--- config.mk ---
export PLATFORM = sky130hd
export DESIGN_NAME = mc_ctrl_flat
export DESIGN_NICKNAME = d
export VERILOG_FILES = /design/src/rtl/mc_ctrl_if.sv /design/src/rtl/mc_ctrl.sv /design/src/flat_wrapper.sv
export SDC_FILE = /design/constraint.sdc
export NUM_CORES = 1
export LEC_CHECK = 0
export BUFFER_PORTS_ARGS = -buffer_cell sky130_fd_sc_hd__buf_2
export CAP_MARGIN = 20
export CORE_MARGIN = 10
export CORE_UTILIZATION = 45
export DETAILED_ROUTE_END_ITERATION = 8
export GPL_TIMING_DRIVEN = 0
export PLACE_DENSITY = 0.79
export SYNTH_ARGS = -nofsm -noshare
export SYNTH_HDL_FRONTEND = slang
export SYNTH_SLANG_ARGS = --single-unit
--- constraint.sdc ---
create_clock -name clk -period 2.3 [get_ports clk]
set_input_delay 0 -clock clk [delete_from_list [all_inputs] [get_ports clk]]
set_output_delay 0 -clock clk [all_outputs]
set_load 0.02 [all_outputs]
--- src/rtl/mc_ctrl_if.sv ---
// ----------------------------------------------------------------------------
// mc_ctrl_if -- control bundle between the multi-cycle controller and the
// datapath (PC, instruction register, register file, DM, EXT, ALU).
//
// Signals:
//   ins        [31:0]  instruction register contents (datapath -> controller)
//   zero               ALU zero flag                  (datapath -> controller)
//   aluop      [2:0]   ALU operation: 0 add, 1 sub, 2 and, 3 or, 4 not, 5 sll
//   ALUSrc             ALU B operand: 1 imm_ext, 0 rt_out
//   sll_slt            ALU A operand: 1 rt_out, 0 rs_out
//   ext_op     [1:0]   0 zero-extend, 1 sign-extend, 2 imm<<16
//   ir_we              instruction register load
//   pc_we              PC load
//   npc_sel    [1:0]   0 PC+4, 1 branch target, 2 jump target, 3 rs_out
//   reg_we             register file write
//   reg_dst    [1:0]   0 rt, 1 rd, 2 $31
//   mem_to_reg [1:0]   0 ALU result, 1 DM data, 2 PC+4
//   mem_we             data memory write
//
// Modports: master = controller side, slave = datapath side.
// ----------------------------------------------------------------------------
interface mc_ctrl_if;
    logic [31:0] ins;
    logic        zero;
    logic [2:0]  aluop;
    logic        ALUSrc;
    logic        sll_slt;
    logic [1:0]  ext_op;
    logic        ir_we;
    logic        pc_we;
    logic [1:0]  npc_sel;
    logic        reg_we;
    logic [1:0]  reg_dst;
    logic [1:0]  mem_to_reg;
    logic        mem_we;

    modport master (
        input  ins, zero,
        output aluop, ALUSrc, sll_slt, ext_op,
        output ir_we, pc_we, npc_sel, reg_we, reg_dst, mem_to_reg, mem_we
    );

    modport slave (
        output ins, zero,
        input  aluop, ALUSrc, sll_slt, ext_op,
        input  ir_we, pc_we, npc_sel, reg_we, reg_dst, mem_to_reg, mem_we
    );
endinterface

--- src/rtl/mc_ctrl.sv ---
// ----------------------------------------------------------------------------
// mc_ctrl -- multi-cycle control unit for a 10-instruction MIPS subset
// (addu, subu, sll, jr, ori, lw, sw, beq, lui, jal).
//
// Each instruction walks INIT -> FETCH -> DECODE -> EXEC -> MEM -> WB, leaving
// early once it has nothing more to do. Every datapath enable and mux select
// is a combinational function of the current state and the decoded
// instruction register, so an asynchronous reset zeroes them immediately.
//
// Ports:
//   clk        in   system clock, rising edge
//   reset      in   asynchronous, active-high reset
//   ctl        ---  mc_ctrl_if.master: ins/zero in, datapath controls out
//   illegal    out  unrecognised instruction flag
//   state      out  current state: INIT 0, FETCH 1, DECODE 2, EXEC 3,
//                   MEM 4, WB 5, HALT 6
//   instr_cnt  out  retired-instruction count (wraps modulo 2^CNT_W)
//
// Parameter:
//   CNT_W      width of the retired-instruction counter
//
// Build option:
//   MC_ILLEGAL_TRAP_EN  when defined, an illegal instruction in DECODE parks
//                       the unit in HALT (illegal held high) until reset.
//                       When undefined, illegal pulses for the DECODE cycle
//                       and the unit returns to FETCH.
// ----------------------------------------------------------------------------
module mc_ctrl #(
    parameter int CNT_W = 32
) (
    input  logic             clk,
    input  logic             reset,
    mc_ctrl_if.master        ctl,
    output logic             illegal,
    output logic [2:0]       state,
    output logic [CNT_W-1:0] instr_cnt
);

    typedef enum logic [2:0] {
        S_INIT   = 3'd0,
        S_FETCH  = 3'd1,
        S_DECODE = 3'd2,
        S_EXEC   = 3'd3,
        S_MEM    = 3'd4,
        S_WB     = 3'd5,
        S_HALT   = 3'd6
    } state_t;

    localparam logic [5:0] OP_RTYPE = 6'b000000;
    localparam logic [5:0] OP_JAL   = 6'b000011;
    localparam logic [5:0] OP_BEQ   = 6'b000100;
    localparam logic [5:0] OP_ORI   = 6'b001101;
    localparam logic [5:0] OP_LUI   = 6'b001111;
    localparam logic [5:0] OP_LW    = 6'b100011;
    localparam logic [5:0] OP_SW    = 6'b101011;

    localparam logic [5:0] FN_SLL   = 6'b000000;
    localparam logic [5:0] FN_JR    = 6'b001000;
    localparam logic [5:0] FN_ADDU  = 6'b100001;
    localparam logic [5:0] FN_SUBU  = 6'b100011;

    state_t           state_reg;
    state_t           state_next;
    logic [CNT_W-1:0] cnt_reg;
    logic [CNT_W-1:0] cnt_next;
    logic             retire;

    // ------------------------------------------------------------------
    // Instruction decode
    // ------------------------------------------------------------------
    logic [5:0] op;
    logic [5:0] funct;
    logic       is_rtype, is_addu, is_subu, is_sll, is_jr;
    logic       is_ori, is_lui, is_lw, is_sw, is_beq, is_jal;
    logic       is_legal;

    assign op       = ctl.ins[31:26];
    assign funct    = ctl.ins[5:0];
    assign is_rtype = (op == OP_RTYPE);
    assign is_addu  = is_rtype && (funct == FN_ADDU);
    assign is_subu  = is_rtype && (funct == FN_SUBU);
    assign is_sll   = is_rtype && (funct == FN_SLL);
    assign is_jr    = is_rtype && (funct == FN_JR);
    assign is_ori   = (op == OP_ORI);
    assign is_lui   = (op == OP_LUI);
    assign is_lw    = (op == OP_LW);
    assign is_sw    = (op == OP_SW);
    assign is_beq   = (op == OP_BEQ);
    assign is_jal   = (op == OP_JAL);
    assign is_legal = is_addu | is_subu | is_sll | is_jr | is_ori |
                      is_lui  | is_lw   | is_sw  | is_beq | is_jal;

    // ALU/EXT controls depend only on the instruction; the state merely
    // forces them to 0 in INIT.
    logic [2:0] alu_op_dec;
    logic       alu_src_dec;
    logic       sll_slt_dec;
    logic [1:0] ext_op_dec;

    always_comb begin
        alu_op_dec  = 3'd0;
        alu_src_dec = 1'b0;
        sll_slt_dec = 1'b0;
        ext_op_dec  = 2'd0;
        if (is_subu || is_beq) begin
            alu_op_dec = 3'd1;
        end else if (is_sll) begin
            alu_op_dec  = 3'd5;
            sll_slt_dec = 1'b1;
        end else if (is_ori) begin
            alu_op_dec  = 3'd3;
            alu_src_dec = 1'b1;
        end else if (is_lui) begin
            // rs is $0 for lui, so add leaves imm<<16 as the result
            alu_src_dec = 1'b1;
            ext_op_dec  = 2'd2;
        end else if (is_lw || is_sw) begin
            alu_src_dec = 1'b1;
            ext_op_dec  = 2'd1;
        end
    end

    // ------------------------------------------------------------------
    // State register
    // ------------------------------------------------------------------
    always_ff @(posedge clk or posedge reset) begin
        if (reset) begin
            state_reg <= S_INIT;
            cnt_reg   <= '0;
        end else begin
            state_reg <= state_next;
            cnt_reg   <= cnt_next;
        end
    end

    // ------------------------------------------------------------------
    // Next-state logic; retire marks the final state of an instruction
    // ------------------------------------------------------------------
    always_comb begin
        state_next = state_reg;
        retire     = 1'b0;
        case (state_reg)
            S_INIT:   state_next = S_FETCH;
            S_FETCH:  state_next = S_DECODE;
            S_DECODE: begin
                if (is_jal || is_jr) begin
                    state_next = S_FETCH;
                    retire     = 1'b1;
                end else if (!is_legal) begin
`ifdef MC_ILLEGAL_TRAP_EN
                    state_next = S_HALT;
`else
                    state_next = S_FETCH;
`endif
                end else begin
                    state_next = S_EXEC;
                end
            end
            S_EXEC: begin
                if (is_beq) begin
                    state_next = S_FETCH;
                    retire     = 1'b1;
                end else if (is_lw || is_sw) begin
                    state_next = S_MEM;
                end else begin
                    state_next = S_WB;
                end
            end
            S_MEM: begin
                if (is_sw) begin
                    state_next = S_FETCH;
                    retire     = 1'b1;
                end else begin
                    state_next = S_WB;
                end
            end
            S_WB: begin
                state_next = S_FETCH;
                retire     = 1'b1;
            end
`ifdef MC_ILLEGAL_TRAP_EN
            S_HALT:   state_next = S_HALT;
`endif
            // unreachable encodings recover through INIT
            default:  state_next = S_INIT;
        endcase
    end

    assign cnt_next = retire ? (cnt_reg + {{(CNT_W-1){1'b0}}, 1'b1}) : cnt_reg;

    // ------------------------------------------------------------------
    // Output logic
    // ------------------------------------------------------------------
    always_comb begin
        ctl.aluop      = 3'd0;
        ctl.ALUSrc     = 1'b0;
        ctl.sll_slt    = 1'b0;
        ctl.ext_op     = 2'd0;
        ctl.ir_we      = 1'b0;
        ctl.pc_we      = 1'b0;
        ctl.npc_sel    = 2'd0;
        ctl.reg_we     = 1'b0;
        ctl.reg_dst    = 2'd0;
        ctl.mem_to_reg = 2'd0;
        ctl.mem_we     = 1'b0;
        illegal        = 1'b0;

        if (state_reg != S_INIT) begin
            ctl.aluop   = alu_op_dec;
            ctl.ALUSrc  = alu_src_dec;
            ctl.sll_slt = sll_slt_dec;
            ctl.ext_op  = ext_op_dec;
        end

        case (state_reg)
            S_FETCH: begin
                ctl.ir_we = 1'b1;
                ctl.pc_we = 1'b1;
            end
            S_DECODE: begin
                if (is_jal) begin
                    ctl.pc_we      = 1'b1;
                    ctl.npc_sel    = 2'd2;
                    ctl.reg_we     = 1'b1;
                    ctl.reg_dst    = 2'd2;
                    ctl.mem_to_reg = 2'd2;
                end else if (is_jr) begin
                    ctl.pc_we   = 1'b1;
                    ctl.npc_sel = 2'd3;
                end else if (!is_legal) begin
                    illegal = 1'b1;
                end
            end
            S_EXEC: begin
                if (is_beq) begin
                    ctl.pc_we   = ctl.zero;
                    ctl.npc_sel = 2'd1;
                end
            end
            S_MEM: begin
                if (is_sw) begin
                    ctl.mem_we = 1'b1;
                end
            end
            S_WB: begin
                ctl.reg_we     = 1'b1;
                ctl.reg_dst    = is_rtype ? 2'd1 : 2'd0;
                ctl.mem_to_reg = is_lw ? 2'd1 : 2'd0;
            end
`ifdef MC_ILLEGAL_TRAP_EN
            S_HALT:  illegal = 1'b1;
`endif
            default: ;
        endcase
    end

    assign state     = state_reg;
    assign instr_cnt = cnt_reg;

endmodule

--- src/flat_wrapper.sv ---
// flat-port wrapper written by rule: the top's interface ports become plain ports
module mc_ctrl_flat 
#(
    parameter int CNT_W = 32
)
  (clk, reset, illegal, state, instr_cnt, ctl_ins, ctl_zero, ctl_aluop, ctl_ALUSrc, ctl_sll_slt, ctl_ext_op, ctl_ir_we, ctl_pc_we, ctl_npc_sel, ctl_reg_we, ctl_reg_dst, ctl_mem_to_reg, ctl_mem_we);
  mc_ctrl_if ctl_i ();
  input  logic clk;
  input  logic reset;
  output logic illegal;
  output logic [2:0] state;
  output logic [CNT_W-1:0] instr_cnt;
  input wire logic [$bits(ctl_i.ins)-1:0] ctl_ins;
  input wire logic [$bits(ctl_i.zero)-1:0] ctl_zero;
  output wire logic [$bits(ctl_i.aluop)-1:0] ctl_aluop;
  output wire logic [$bits(ctl_i.ALUSrc)-1:0] ctl_ALUSrc;
  output wire logic [$bits(ctl_i.sll_slt)-1:0] ctl_sll_slt;
  output wire logic [$bits(ctl_i.ext_op)-1:0] ctl_ext_op;
  output wire logic [$bits(ctl_i.ir_we)-1:0] ctl_ir_we;
  output wire logic [$bits(ctl_i.pc_we)-1:0] ctl_pc_we;
  output wire logic [$bits(ctl_i.npc_sel)-1:0] ctl_npc_sel;
  output wire logic [$bits(ctl_i.reg_we)-1:0] ctl_reg_we;
  output wire logic [$bits(ctl_i.reg_dst)-1:0] ctl_reg_dst;
  output wire logic [$bits(ctl_i.mem_to_reg)-1:0] ctl_mem_to_reg;
  output wire logic [$bits(ctl_i.mem_we)-1:0] ctl_mem_we;
  assign ctl_i.ins = ctl_ins;
  assign ctl_i.zero = ctl_zero;
  assign ctl_aluop = ctl_i.aluop;
  assign ctl_ALUSrc = ctl_i.ALUSrc;
  assign ctl_sll_slt = ctl_i.sll_slt;
  assign ctl_ext_op = ctl_i.ext_op;
  assign ctl_ir_we = ctl_i.ir_we;
  assign ctl_pc_we = ctl_i.pc_we;
  assign ctl_npc_sel = ctl_i.npc_sel;
  assign ctl_reg_we = ctl_i.reg_we;
  assign ctl_reg_dst = ctl_i.reg_dst;
  assign ctl_mem_to_reg = ctl_i.mem_to_reg;
  assign ctl_mem_we = ctl_i.mem_we;
  mc_ctrl #(.CNT_W(CNT_W)) u_core (.clk(clk), .reset(reset), .ctl(ctl_i), .illegal(illegal), .state(state), .instr_cnt(instr_cnt));
endmodule
# == Yosys cells after proc, flatten, opt, wreduce, memory -nomap -nowiden ==
# Index checks and enable logic that the tools add are counted.
# W data, S select, Z words.
# totals
latch_bits,0
mem_count,0
out_inout_bits,53
ram_bits,0
reg_bits,35
elab_cells,88
inputBits,35
rom_bits,0
# op_classes
shift,0
n_mul,0
n_reduce_logical,12
add_sub_neg,1
muxes,50
n_eq_ne,14
magnitude_cmp,0
bitwise_logic,9
div_mod_pow,0
# ops
operator,n
$add A32 B1 Y32 const B,1
$mux W1,27
$eq A6 B6 Y1 const B,4
$mux W2,10
$eq A6 B4 Y1 const B,3
$mux W3,6
$pmux W3 S5,1
$logic_not A6 Y1,2
$pmux W2 S2,3
$or A1 B1 Y1,9
$eq A3 B2 Y1 const B,2
$eq A3 B3 Y1 const B,2
$eq A6 B2 Y1 const B,1
$eq A6 B3 Y1 const B,1
$logic_and A1 B1 Y1,4
$pmux W1 S4,1
$eq A3 B1 Y1 const B,1
$logic_not A3 Y1,1
$logic_or A1 B1 Y1,3
$pmux W1 S3,1
$reduce_bool A3 Y1,1
$pmux W1 S2,1
$reduce_or A2 Y1,1

# == Depth between registers and ports, before layout ==
# logic_depth
ltp_word,15
depth_mapped,8
mapped_depth_nobuf,7

# == Worst setup path after synthesis ==
# Ideal clock, no wire load.
# synth_timing
path_type,register to register
startpoint,reg u_core.cnt_reg[2] (netlist: u_core.instr_cnt[2])
endpoint,reg u_core.cnt_reg[28] (netlist: u_core.instr_cnt[28])
stages_incl_launch_ff,8
setup_time_ps,80
n_path_buf,1
slack_ps,49
arrival_ps,2172
t_required_ps,2220
synth_period_minus_slack_ps,2251
cell_sequence,dfrtp_1 -> nand4_1 -> nor4_1 -> and3_1 -> clkbuf_1 -> o211ai_2 -> nor4_2 -> xor2_1
# synth_via
elab_chain_cells,1
# synth_rtl
element,line_no,text
start: declaration,mc_ctrl.sv:64,logic [CNT_W-1:0] cnt_reg;
start signal: assignment,mc_ctrl.sv:132,cnt_reg <= cnt_next;
$add A32 B1 Y32,mc_ctrl.sv:189,"assign cnt_next = retire ? (cnt_reg + {{(CNT_W-1){1'b0}}, 1'b1}) : cnt_reg;"
# No other way between the ends.
# A chain may end at the register's enable or synchronous reset.

# == Final worst setup path ==
# Ends and elaborated chain as after synthesis.

==> run metrics <==
post-layout util 0.582; Slew Limit Fails 0; Worst Skew 0.00348 ns; largest net degree at the start of global routing 22; Avg Vias per Cell 5.66; via count 1897; GRT overflow 0; total track usage 0.136; PD cells 710 mW/mm²; CTS Buf Count 5; Data arrival, critical path 2.31 ns; leading area contributor after synthesis dfrtp_1; reg-to-reg critical path endpoint u_core.instr_cnt[28]; post-route cell area 0.00252 mm²; Hold Crit Class input port to register; Yosys cell types 41; number of global-route vias before repair 1829; Mapped Nets 246; Final nets 320; final worst-path cycle share 0.913; r2r worst-path depth 6; Max stage delay on crit path 0.43 ns; IO buf count 65; routed wl met3 437 µm; area share of the largest cell type after synthesis 0.439; clk root buf clkbuf_8; Area Overhead vs Synth 26.3%; top post-synthesis cells by area dfrtp_1, xnor2_1, xor2_1; die area 0.00749 mm²; Clock Latency Late Sink 0.28 ns; # clock sinks 35; Post-Syn Area 0.00199 mm²; FF+latch count, synth 35; Synth Warn # 0; Worst-Margin Slew 0.629 ns; crit-path max FO 9; register area share after synthesis 0.439; drt pass-1 iters 4; R2R setup slack 0.20 ns; Bufs on Longest Clock Path 2; core area 0.00432 mm²; final setup margin 0.200 ns; gpl congestion 0.919; Post-Syn Area per Cell 9.49 µm²; CTS tree built; Site Rows 24; most frequent cells in the layout buf_2, dfrtp_1, xnor2_1; DP Area 0.00241 mm²; Startpoint Class register; Post-synth EDFFs 0; # setup viols final 0; Worst EP required 2.51 ns; Residual DRC 0; Die Span X 86.6 µm; run status finished, final reports clean; most common cell after layout, fill and taps aside buf_2; Hold WS 0.152 ns; Top Layer Used met4; Largest register FFs 32; Hold Crit Depth 4; antenna-violating nets left 0; asr flop ratio synth 1.00; DP Worst Slack -0.211 ns; first-pass GRT wire length 8620 µm; die height 86.6 µm; total routed wirelength 5170 µm; Min-Delay Startpoint ctl_ins[29]; WHS Endpoint u_core.state[2]; metal2 WL 2450 µm; H-Tree Depth 2; DP Wirelength 3960 µm; slew margin rel. 0.580; critical path type register to register; cell count after synthesis 210; ant diodes 0; Most used DFF post-synth dfrtp_1; IO Count 88; DRT met1 WL 2240 µm; crit-path cells nand4_1, nor4_4, and3_4, o211ai_2, nor4_2, xor2_1; Initial DRC Count 53; Critical Path End Type register; WL/cell 15.4 µm; static leakage 1.31 nW; RSZ-0062 raised after global routing no; final hold vios 0; Worst IR Drop VDD 0.619 mV; initial antenna violation count 0; worst flop-to-flop path startpoint u_core.instr_cnt[2]; share of layout cells above drive strength 1 0.311; Min Clock Period, post-route 2.10 ns; max cap viols 0; top achievable clock speed 476 MHz; Reg clk slew, reported paths 0.06 ns; CP max-delay cell dfrtp_1; Starting Density 0.461
==> logic make-up (layout without fill, tap and decap cells) <==
| family | count (synthesis) | after routing | share of synthesized area |
|---|---|---|---|
| and+or+nand+nor | 104 | 104 | 0.296 |
| DFF | 35 | 35 | 0.439 |
| xor gates and xnor gates | 31 | 31 | 0.136 |
| buffers and inverters | 20 | 93 | 0.0483 |
| AOI/OAI and AO/OA | 18 | 18 | 0.0678 |
| adders and majority gates | 1 | 1 | 0.00628 |
| muxes | 1 | 1 | 0.00565 |
==> stage by stage <==
step / std cells / TNS, ns / power (mW)
final: 335 / 0 / 1.79
after global routing: 335 / 0 / 1.91
after CTS: 334 / 0 / 1.80
after detailed placement: 328 / -1.24 / 1.40
after global placement: 327 / -1.02 / 1.38
after floorplan: 210 / 0 / 1.18
==> cell usage after synthesis, types with 2 or more instances <==
master    instances
buf_2             2
or3_1             2
clkbuf_1          4
o21ai_0           3
nand2b_1          3
nor3b_2           2
and2_1            3
nand3b_1          3
nor3b_1           4
dfrtp_1          35
inv_1             9
a21oi_1           4
nor2_1           12
nand2_1          15
buf_4             3
nor4_1            4
nand3_1          15
nand4_1          12
nor3_1           13
nor4b_1           3
and3_1           10
xor2_1           11
xnor2_1          20
==> report_power, final <==
group	internal (mW)	switching, mW
clock	0.201	0.198
sequential	0.676	0.0911
combinational	0.217	0.404
total	1.09	0.694
==> repair_timing <==
item,in CTS,in global routing
endpoints found under the setup margin,12,8
setup buffers,0,1
resized for setup,2,2
hold endpoints to repair,14,0
hold buffers,1,0
pin swaps,0,1
==> layer usage <==
| layer | GRT usage | up-vias |
|---|---|---|
| li1 | - | 894 |
| met1 | 0.160 | 928 |
| met2 | 0.228 | 70 |
| met3 | 0.0497 | 5 |
| met4 | 0.0368 | 0 |
| met5 | 0 | - |
==> worst max-delay path, delay by kind of cell, from the launching register on <==
family	cells	cell delay [ns]
and+or+nand+nor	4	1.23
xor gates and xnor gates	1	0.17
AOI/OAI and AO/OA	1	0.19
DFF	1	0.43
==> layout make-up <==
class,count,area (µm²)
Inverter,10,37.5
Multi-Input combinational cell,155,1040
Timing Repair Buffer,68,370
Tap cell,52,65.1
Sequential cell,35,876
Clock buffer,6,72.6
Fill cell,419,1810
Buffer,9,55.1
==> worst max path at each step <==
stage / to / slack (ns) / cells after the start / from
6_report: u_core.instr_cnt[28] / 0.20 / 6 / u_core.instr_cnt[2]
5_1_grt: u_core.instr_cnt[28] / 0.0006 / 6 / u_core.instr_cnt[2]
4_1_cts: u_core.instr_cnt[28] / 0.09 / 6 / u_core.instr_cnt[2]
3_5_place_dp: u_core.instr_cnt[28] / -0.21 / 7 / u_core.instr_cnt[2]
3_3_place_gp: u_core.instr_cnt[28] / -0.17 / 7 / u_core.instr_cnt[2]
2_1_floorplan: u_core.instr_cnt[28] / 0.05 / 7 / u_core.instr_cnt[2]
Power figures use the tool's default switching activity.
